<file path="src/rtl/pwm_multichannel.sv">
// Multichannel PWM generator: one shared edge/centre-aligned period counter, per-channel
// shadow duty adjusted by synchronised inc/dec pins and loaded into the active duty at each period start.
module pwm_multichannel #(
    parameter int CHANNELS = 4,
    parameter int PERIOD   = 10,
    parameter int STEP     = 1,
    parameter int DUTY_RST = 5,
    parameter int CNT_W    = $clog2(PERIOD + 1),
    parameter int SEL_W    = (CHANNELS > 1) ? $clog2(CHANNELS) : 1
) (
    input  logic                      clk,
    input  logic                      rst_n,
    input  logic                      en,
    input  logic                      mode,
    input  logic [SEL_W-1:0]          sel,
    input  logic                      inc,
    input  logic                      dec,
    output logic [CHANNELS-1:0]       pwm_out,
    output logic                      period_start,
    output logic [CHANNELS*CNT_W-1:0] duty_o
);
    localparam logic [CNT_W-1:0] LP_TOP  = CNT_W'(PERIOD - 1);
    localparam logic [CNT_W-1:0] LP_MAX  = CNT_W'(PERIOD);
    localparam logic [CNT_W-1:0] LP_RST  = CNT_W'(DUTY_RST);
    localparam logic [CNT_W:0]   LP_STEP = (CNT_W + 1)'(STEP);
    localparam logic [SEL_W:0]   LP_NCH  = (SEL_W + 1)'(CHANNELS);

    function automatic logic [CNT_W-1:0] f_sat_inc(input logic [CNT_W-1:0] d);
        logic [CNT_W:0] sum;
        sum = {1'b0, d} + LP_STEP;
        return (sum > {1'b0, LP_MAX}) ? LP_MAX : sum[CNT_W-1:0];
    endfunction

    function automatic logic [CNT_W-1:0] f_sat_dec(input logic [CNT_W-1:0] d);
        logic [CNT_W:0] diff;
        diff = {1'b0, d} - LP_STEP;
        return ({1'b0, d} < LP_STEP) ? '0 : diff[CNT_W-1:0];
    endfunction

    logic r_inc_s1, r_inc_s2, r_inc_prev;
    logic r_dec_s1, r_dec_s2, r_dec_prev;
    logic w_inc_evt, w_dec_evt, w_sel_ok;

    always_ff @(posedge clk or negedge rst_n) begin
        if (!rst_n) begin
            r_inc_s1   <= 1'b0;
            r_inc_s2   <= 1'b0;
            r_inc_prev <= 1'b0;
            r_dec_s1   <= 1'b0;
            r_dec_s2   <= 1'b0;
            r_dec_prev <= 1'b0;
        end else begin
            r_inc_s1   <= inc;
            r_inc_s2   <= r_inc_s1;
            r_inc_prev <= r_inc_s2;
            r_dec_s1   <= dec;
            r_dec_s2   <= r_dec_s1;
            r_dec_prev <= r_dec_s2;
        end
    end

    assign w_inc_evt = r_inc_s2 & ~r_inc_prev;
    assign w_dec_evt = r_dec_s2 & ~r_dec_prev;
    assign w_sel_ok  = ({1'b0, sel} < LP_NCH);

    logic [CNT_W-1:0] r_cnt;
    logic             r_down;
    logic             r_mode_act;
    logic             w_boundary;

    assign w_boundary   = en && (r_cnt == '0) && !r_down;
    // Gated by rst_n so the combinational strobe stays low while reset is held.
    assign period_start = w_boundary && rst_n;

    always_ff @(posedge clk or negedge rst_n) begin
        if (!rst_n) begin
            r_cnt      <= '0;
            r_down     <= 1'b0;
            r_mode_act <= 1'b0;
        end else if (!en) begin
            r_cnt  <= '0;
            r_down <= 1'b0;
        end else begin
            if (w_boundary) begin
                r_mode_act <= mode;
            end
            // Centre mode repeats each extreme once by flipping direction without stepping.
            if (r_down) begin
                if (r_cnt == '0) begin
                    r_down <= 1'b0;
                end else begin
                    r_cnt <= r_cnt - CNT_W'(1);
                end
            end else if (r_cnt == LP_TOP) begin
                if (r_mode_act) begin
                    r_down <= 1'b1;
                end else begin
                    r_cnt <= '0;
                end
            end else begin
                r_cnt <= r_cnt + CNT_W'(1);
            end
        end
    end

    for (genvar g = 0; g < CHANNELS; g++) begin : g_ch
        logic [CNT_W-1:0] r_shadow;
        logic [CNT_W-1:0] r_active;
        logic [CNT_W-1:0] w_act_nxt;
        logic             w_hit;
        logic             r_pwm;

        assign w_hit     = w_sel_ok && ({1'b0, sel} == (SEL_W + 1)'(g));
        // Compare against the duty that becomes active this cycle so a new period starts cleanly.
        assign w_act_nxt = (w_boundary || !en) ? r_shadow : r_active;

        always_ff @(posedge clk or negedge rst_n) begin
            if (!rst_n) begin
                r_shadow <= LP_RST;
                r_active <= LP_RST;
                r_pwm    <= 1'b0;
            end else begin
                r_active <= w_act_nxt;
                r_pwm    <= en && (r_cnt < w_act_nxt);
                if (w_hit && w_inc_evt && !w_dec_evt) begin
                    r_shadow <= f_sat_inc(r_shadow);
                end else if (w_hit && w_dec_evt && !w_inc_evt) begin
                    r_shadow <= f_sat_dec(r_shadow);
                end
            end
        end

        assign pwm_out[g]                 = r_pwm;
        assign duty_o[g*CNT_W +: CNT_W]   = r_shadow;
    end

endmodule

</file>
<file path="config.mk">
export PLATFORM = sky130hd
export DESIGN_NAME = pwm_multichannel
export DESIGN_NICKNAME = d
export VERILOG_FILES = /design/src/rtl/pwm_multichannel.sv
export SDC_FILE = /design/constraint.sdc
export NUM_CORES = 1
export LEC_CHECK = 0
export ABC_AREA = 1
export CORE_ASPECT_RATIO = 1.75
export CORE_UTILIZATION = 52
export DETAILED_ROUTE_END_ITERATION = 6
export GPL_TIMING_DRIVEN = 1
export PLACE_DENSITY_LB_ADDON = 0.12
export SLEW_MARGIN = 5
export SYNTH_ARGS = -nofsm -noshare
export SYNTH_HDL_FRONTEND = slang
export SYNTH_SLANG_ARGS = --single-unit
</file>
<file path="constraint.sdc">
create_clock -name clk -period 2.1 [get_ports clk]
set_input_delay 0.42 -clock clk [delete_from_list [all_inputs] [get_ports clk]]
set_output_delay 0.42 -clock clk [all_outputs]
set_load 0.02 [all_outputs]
</file>
Yosys cells after proc, flatten, opt, wreduce, memory -nomap -nowiden

Index checks and enable logic that the tools add are counted.
Widths: inputs -> output; s select.

Bits in latches: 0
Output and inout port bits: 21
ROM bits: 0
Register bits after elaboration: 48
Word-level logic and storage cells: 119
Memories: 0
Memory bits (writable): 0

Divide/modulo/power cells: 0
Multiplexer cells: 30
Magnitude comparators: 12
Add/subtract/negate cells: 10
Equal/unequal tests: 6
Shift operators: 0
Reduce and logical (&&, ||, !) cells: 36
Bitwise gates (word level): 4
Multiply operators: 0

Operators by type and width:

| cell                | number |
|---|---|
| $mux 4              | 25 |
| $logic_and 1x1->1   | 23 |
| $add 4x1->5 const B | 4 |
| $gt 5x4->1 const B  | 4 |
| $sub 4x1->4 const B | 5 |
| $lt 4x1->1 const B  | 4 |
| $lt 4x4->1          | 4 |
| $reduce_bool 2->1   | 4 |
| $mux 1              | 5 |
| $add 4x1->4 const B | 1 |
| $eq 2x2->1 const B  | 2 |
| $eq 4x4->1 const B  | 1 |
| $logic_not 1->1     | 4 |
| $logic_not 4->1     | 1 |
| $ne 4x4->1 const B  | 1 |
| $reduce_and 2->1    | 2 |
| $ne 3x3->1 const B  | 1 |
| $and 1x1->1         | 2 |
| $eq 2x1->1 const B  | 1 |
| $logic_not 2->1     | 1 |
| $not 1->1           | 2 |
| $logic_or 1x1->1    | 1 |

Longest topological paths before layout

Gate-level depths: netlist (run 1).

Depth after elaboration: 7
Mapped depth: 12
Gate-level depth less buffers: 10

Least setup slack after synthesis (run 1)

No wires, ideal clock.

Path type: reg-to-reg
Start point: reg r_cnt[0]
End point: reg g_ch[1].r_pwm
Arrival time: 1984 ps
Path buffers: 1
Path slack: 39 ps
Period minus slack after synthesis: 2061 ps
Cell stages (with the launch flop): 11
Library setup time: 77 ps
Cells stage by stage: dfrtp_1 -> inv_1 -> ha_1 -> nand3_4 -> nand2_8 -> buf_12 -> nand2_1 -> o21ai_2 -> ha_1 -> a211o_2 -> a21oi_1

Cells in the longest elaborated chain, start to end: 7

RTL lines:

| what                            | RTL line | RTL |
|---|---|---|
| from (decl)                     | 66       | `logic [CNT_W-1:0] r_cnt;` |
| from (signal assigned)          | 92       | `r_cnt <= r_cnt - CNT_W'(1);` |
| from (signal assigned)          | 101      | `r_cnt <= r_cnt + CNT_W'(1);` |
| $logic_not 4->1                 | 71       | `assign w_boundary = en && (r_cnt == '0) && !r_down;` |
| $logic_and 1x1->1 (2 in series) | 71       |  |
| $logic_or 1x1->1                | 115      | `assign w_act_nxt = (w_boundary \|\| !en) ? r_shadow : r_active;` |
| $mux 4                          | 115      |  |
| $lt 4x4->1 (*)                  | 124      | `r_pwm <= en && (r_cnt < w_act_nxt);` |
| $logic_and 1x1->1 (*)           | 124      |  |
| to (signal assigned)            | 124      |  |
| to (decl)                       | 111      | `logic r_pwm;` |

Every way passes the cells marked *; elsewhere a longest branch is shown, timed or not.
A chain may end at the register's enable or synchronous reset.

Worst setup path after layout (run 1)

Start point: reg g_ch[0].r_shadow[0]
End point: out duty_o[0]

RTL lines:

| what                   | RTL line | RTL |
|---|---|---|
| from (decl)            | 107      | `logic [CNT_W-1:0] r_shadow;` |
| from (signal assigned) | 126      | `r_shadow <= f_sat_inc(r_shadow);` |
| from (signal assigned) | 128      | `r_shadow <= f_sat_dec(r_shadow);` |
| to (decl)              | 20       | `output logic [CHANNELS*CNT_W-1:0] duty_o` |

No word-level cell between the ends.

==> impl_metrics.tcl, run 1 <==
set metrics [dict create \
    status "completed" \
    p_leak_uw 0.00197 \
    relSlewSlack_pct 59.8 \
    synth_fp_nets 420 \
    critical_path_class "register to primary output" \
    port-buffer-count 28 \
    max_cap_viol_count 0 \
    rsz0062_at_grt "no" \
    synthSimpleGateAreaFrac_pct 21.8 \
    ys_types 35 \
    post-route-drc-count 0 \
    dieArea_mm2 0.00646 \
    dieWidth_um 61.2 \
    dpl-instance-area_mm2 0.00367 \
    synth-compound-area-share_pct 13.1 \
    cts.htree.levels 2 \
    final_nets 477 \
    start_util_pct 54.2 \
    power_uw 4620 \
    synthAdderAreaFrac_pct 11.0 \
    cts_buffers 5 \
    drtAntennaViolNets 0 \
    worst_pin_slew_ns 0.603 \
    r2r-start "r_cnt[0]" \
    grt_util_all_layers_pct 22.7 \
    grt_pass1_wl_mm 11.1 \
    num_rows 37 \
    netlist_area_mm2 0.00319 \
    drt_iter0_markers 116 \
    crit_arrival_ns 1.55 \
    avgSynthCellArea_um2 8.30 \
    clkLatencyLatePin_ns 0.31 \
    power-per-cell-area_mw_per_mm2 1210 \
    netlist_instances 384 \
    hp-class "input pin to async pin" \
    cts_tree "done" \
    synth-xor-area-share_pct 4.95 \
    setup_viol 0 \
    clock_sinks 48 \
    timing.fmax_mhz 509 \
    yosys_warnings 0 \
    crit_chain "clkdlybuf4s50_1" \
    dr.pass1.iters 4 \
    finalMaxSlewViolations 0 \
    clockBufferDepth 2 \
    startpoint "g_ch[0].r_shadow[0]" \
    yosys_register_bits 48 \
    diodes 0 \
    critPathRequiredTime_ns 1.68 \
    die_h_um 106 \
    syn2layout_area_growth_pct 20.0 \
    hpwl_mm 4.94 \
    synth_top_family_by_area "simple AND/OR/NAND/NOR gates" \
    cpMaxStageDelayCell "clkdlybuf4s50_1" \
    crit_path_start_kind "register" \
    worstPathMaxFanout 7 \
    fin_crit_ns 1.97 \
    antenna_found_initial 0 \
    globalplace.congestion 0.907 \
    synth-edff-count 0 \
    yosys_most_used_dff "dfrtp_1" \
    peakVddDrop_mv 0.662 \
    slowest_delay_ns 0.62 \
    vias_per_cell 5.04 \
    synthArstFlopShare_pct 100 \
    layout_commonest_cell "nand2_1" \
    finalInstanceArea_mm2 0.00382 \
    finClkSkew_ns 0.00467 \
    fin_crit_sh_pct 93.6 \
    cts_root_buf "clkbuf_8" \
    hold_viol_final 0 \
    synth_mux_area_share_pct 0.353 \
    vias 2619 \
    wl_mm 6.45 \
    critPathTopFamily "buffers and inverters" \
    ys_seq_area_share_pct 38.3 \
    clk_pin_slew_ns 0.09 \
    crit_buf_inv 1 \
    grt_overflow 0 \
    mostFrequentLayoutCells "nand2_1, inv_1, nor2_1, dfrtp_1, nand3_1" \
    drive_gt1_share_pct 22.2 \
    grt_pass1_vias 2629 \
    grt_max_degree 49 \
    wire_per_inst_um 12.4 \
    core_area_mm2 0.00588 \
    endpoint_kind "primary output" \
    io_pins 29 \
]
-- registers in the layout, summed over array words and instances, names as in the netlist --
name and flops:
g_ch.r_pwm 4, r_cnt 4, r_inc_s2 1, r_down 1
r_dec_s2 1, r_dec_s1 1, r_inc_prev 1, g_ch.r_active 16
r_mode_act 1, r_dec_prev 1, r_inc_s1 1, g_ch.r_shadow 16
-- path summary, 6_finish.rpt --
check,to,cells past startpoint,slack [ns]
worst max-delay path,duty_o[0],1,0.13
min in group clk,r_inc_s2,0,0.37
worst min register to register,r_inc_s2,0,0.37
max in group asynchronous,g_ch[3].r_pwm,2,1.42
worst min-delay path,r_inc_s2,2,0.28
worst max register to register,g_ch[0].r_pwm,10,0.18
-- synthesized netlist by cell type (2+ instances only) --
master	n	area [µm²]
nand2_1	68	255
inv_1	54	203
dfrtp_1	32	801
nor2_1	32	120
nand3_1	31	155
ha_1	28	350
o21ai_0	20	100
dfstp_2	16	420
xor2_1	16	140
a21oi_1	13	65.1
o21ai_2	13	114
inv_2	12	45.0
nand2_2	5	31.3
a211o_2	4	40.0
a22oi_1	4	30.0
and2_1	4	25.0
buf_4	4	30.0
o22ai_1	4	25.0
a31oi_1	3	18.8
buf_12	2	40.0
nand2_4	2	22.5
nand4_1	2	12.5
o211ai_1	2	15.0
xnor2_1	2	17.5
-- power by group --
| part | switching [µW] | internal (µW) | total (µW) |
|---|---|---|---|
| registers | 280 | 1310 | 1590 |
| clock network | 320 | 420 | 741 |
| logic | 1260 | 1040 | 2300 |
-- logic make-up (layout without fill, tap and decap cells) --
logic type	Yosys count	count (layout)
flip-flops	48	48
adder cells (fa/ha/maj)	28	28
buffers and inverters	74	131
AO/OA/AOI/OAI	64	64
AND/OR/NAND/NOR	151	152
XOR/XNOR	18	18
multiplexers	1	1
-- routing by layer --
metal | vias up | wire length, µm | GRT usage (%)
met4 | 0 | 180 | 9.90
li1 | 1343 | - | -
met3 | 15 | 117 | 4.66
met5 | - | 0 | 0
met1 | 1231 | 2690 | 25.2
met2 | 30 | 3460 | 39.8
-- final cells by class --
class / count / area (µm²)
Multi-Input combinational cell: 263 / 1640
Timing Repair Buffer: 56 / 483
Inverter: 67 / 254
Tap cell: 78 / 97.6
Clock inverter: 1 / 30.0
Clock buffer: 7 / 96.3
Fill cell: 549 / 2060
Sequential cell: 48 / 1220
-- metrics by stage --
step | instances | setup TNS (ns) | worst slack [ns] | utilization [%] | hold WS [ns]
3_3_place_gp | 509 | -0.917 | -0.246 | 62.5 | 0.340
3_5_place_dp | 509 | -1.11 | -0.259 | 62.5 | 0.338
5_1_grt | 520 | 0 | 0.0572 | 65.0 | 0.316
6_report | 520 | 0 | 0.135 | 65.0 | 0.280
2_1_floorplan | 384 | 0 | 0.0387 | - | 0.124
4_1_cts | 517 | 0 | 0.00715 | 64.6 | 0.302
-- what timing repair did --
item                       4_1_cts  5_1_grt
setup endpoints to repair        1        3
setup buffers                    0        2
gates cloned                     0        1
hold buffers                     0        0
gates resized for setup          1        3
Power figures use the tool's default switching activity.
==> run 2: changes to the inputs <==
Settings changed: CORE_ASPECT_RATIO 1.75 to not set, CORE_MARGIN set to 2.
==> run 2 against run 1 <==
Count of clock-buffer cells in the layout rose by 1. Routed wire length shrank 3.4%. Highest routed layer unchanged. Final area down 0.98%. Die area grew 4.8%. First-iteration DRC count grew 15%. Via count shrank 0.11%. Sequential power barely moved. Critical path depth increased by 7.
==> impl_metrics.tcl, run 2 (synthesis gave the netlist of run 1 again) <==
set metrics [dict create \
    fin_crit_sh_pct 94.3 \
    setup_viol 0 \
    clock_sinks 48 \
    grt_util_all_layers_pct 20.0 \
    clkLatencyLatePin_ns 0.30 \
    hpwl_mm 4.65 \
    port-buffer-count 28 \
    power_uw 4480 \
    relSlewSlack_pct 59.9 \
    hp-class "input pin to async pin" \
    endpoint_kind "register" \
    peakVddDrop_mv 0.680 \
    core_area_mm2 0.00592 \
    timing.fmax_mhz 505 \
    die_h_um 82.3 \
    finalMaxSlewViolations 0 \
    syn2layout_area_growth_pct 18.8 \
    fin_crit_ns 1.98 \
    grt_pass1_wl_mm 10.4 \
    pre_cts_slack_ns -0.282 \
    vias 2616 \
    drt_iter0_markers 133 \
    grt_max_degree 49 \
    num_rows 28 \
    critPathRequiredTime_ns 2.32 \
    crit_buf_inv 0 \
    grt_pass1_vias 2408 \
    layout_commonest_cell "nand2_1" \
    worst_pin_slew_ns 0.602 \
    critPathTopFamily "simple AND/OR/NAND/NOR gates" \
    hold_viol_final 0 \
    critical_path_class "register to register" \
    dieWidth_um 82.3 \
    drive_gt1_share_pct 21.8 \
    holdWs_ns 0.286 \
    setup_ws_ns 0.120 \
    globalplace.congestion 0.910 \
    dieArea_mm2 0.00677 \
    antenna_found_initial 0 \
    crit_chain "nor2_1 -> nand3_4 -> nand2_8 -> nand2_1 -> o21ai_2 -> ha_1 -> a211o_2 -> a21oi_1" \
    post-route-drc-count 0 \
    final_nets 476 \
    multi_input_area_mm2 0.00164 \
    clockBufferDepth 2 \
    seq_area_mm2 0.00122 \
    vias_per_cell 5.07 \
    power-per-cell-area_mw_per_mm2 1180 \
    crit_arrival_ns 2.20 \
    grt_overflow 0 \
    place_inst 506 \
    crit_path_start_kind "register" \
    reg2reg_slack_ns 0.12 \
    reg2regPathDepth 8 \
    drtAntennaViolNets 0 \
    max_cap_viol_count 0 \
    wl_mm 6.23 \
    cts_buffers 5 \
    p_leak_uw 0.00195 \
    mostFrequentLayoutCells "nand2_1, inv_1, nor2_1, dfrtp_1, nand3_1" \
    cts_hold_buf 0 \
    io_pins 29 \
    worstPathMaxFanout 7 \
    slowest_delay_ns 0.38 \
    rsz0062_at_grt "no" \
    clk_pin_slew_ns 0.09 \
    reg2reg_to "g_ch[1].r_pwm" \
    start_util_pct 53.8 \
    cts.htree.levels 2 \
    r2r-start "r_cnt[2]" \
    cpMaxStageDelayCell "dfrtp_1" \
    finalSetupTns_ns 0 \
    cts_tree "done" \
    dr.pass1.iters 4 \
    finClkSkew_ns 0.0124 \
    wire_per_inst_um 12.1 \
    fillers 521 \
    diodes 0 \
    layout.cells.non_filler 516 \
    status "completed" \
    reg.largest.list "g_ch.r_active: 16 flops, g_ch.r_shadow: 16 flops" \
    cts_root_buf "clkbuf_8" \
]
-- run 2: cell count changes in the layout (fill, tap and decap cells not counted), sizes merged --
cell,before,now
buf,29,28
bufinv,1,0
clkbuf,8,9
-- run 2: worst max-delay path by stage --
stage	startpoint	endpoint	slack, ns	depth (start not counted)
global placement	en	period_start	-0.25	6
floorplan	r_cnt[0]	g_ch[1].r_pwm	0.04	10
detailed placement	en	period_start	-0.28	6
finish	r_cnt[2]	g_ch[1].r_pwm	0.12	8
CTS	en	period_start	0.004	6
global route	r_cnt[2]	g_ch[1].r_pwm	0.04	8
-- run 2: area by class of cell --
| type | count | area share [%] |
|---|---|---|
| repair buffers | 55 | 12.6 |
| multi-input cells | 263 | 43.4 |
| well taps | 75 | 2.48 |
| clock buffers | 8 | 2.64 |
| inverters | 67 | 6.71 |
| flip-flops and latches | 48 | 32.3 |
-- run 2: metrics by stage --
stage / utilization, % / area [µm²]
floorplan: - / 3190
global placement: 62.0 / 3670
detailed placement: 62.0 / 3670
CTS: 63.7 / 3770
global route: 63.9 / 3790
finish: 63.9 / 3790
-- run 2: routing by layer --
| metal | up-vias | routed length (µm) | global-route usage, % |
|---|---|---|---|
| met5 | - | 0 | 0 |
| met3 | 6 | 272 | 4.67 |
| li1 | 1343 | - | - |
| met4 | 0 | 56 | 4.67 |
| met1 | 1217 | 2930 | 25.5 |
| met2 | 50 | 2960 | 34.4 |
-- run 2: power by group --
group	switching (µW)	leakage (µW)	internal, µW
registers	277	0.000542	1310
clock network	294	0.0000515	301
logic	1260	0.00136	1030
total	1840	0.00195	2640
-- run 2: what timing repair did --
item / CTS / global route
endpoints found under the setup margin: 1 / 3
setup buffers: 0 / 1
endpoints found under the hold margin: 0 / 0
resized for setup: 2 / 2
pin swaps: 0 / 1
cloned: 0 / 1
==> run 3: changes to the inputs <==
Settings changed: SLEW_MARGIN 5 to 30.
==> results of run 3 <==
Final layout, timing and power as in run 2 (identical DEF).
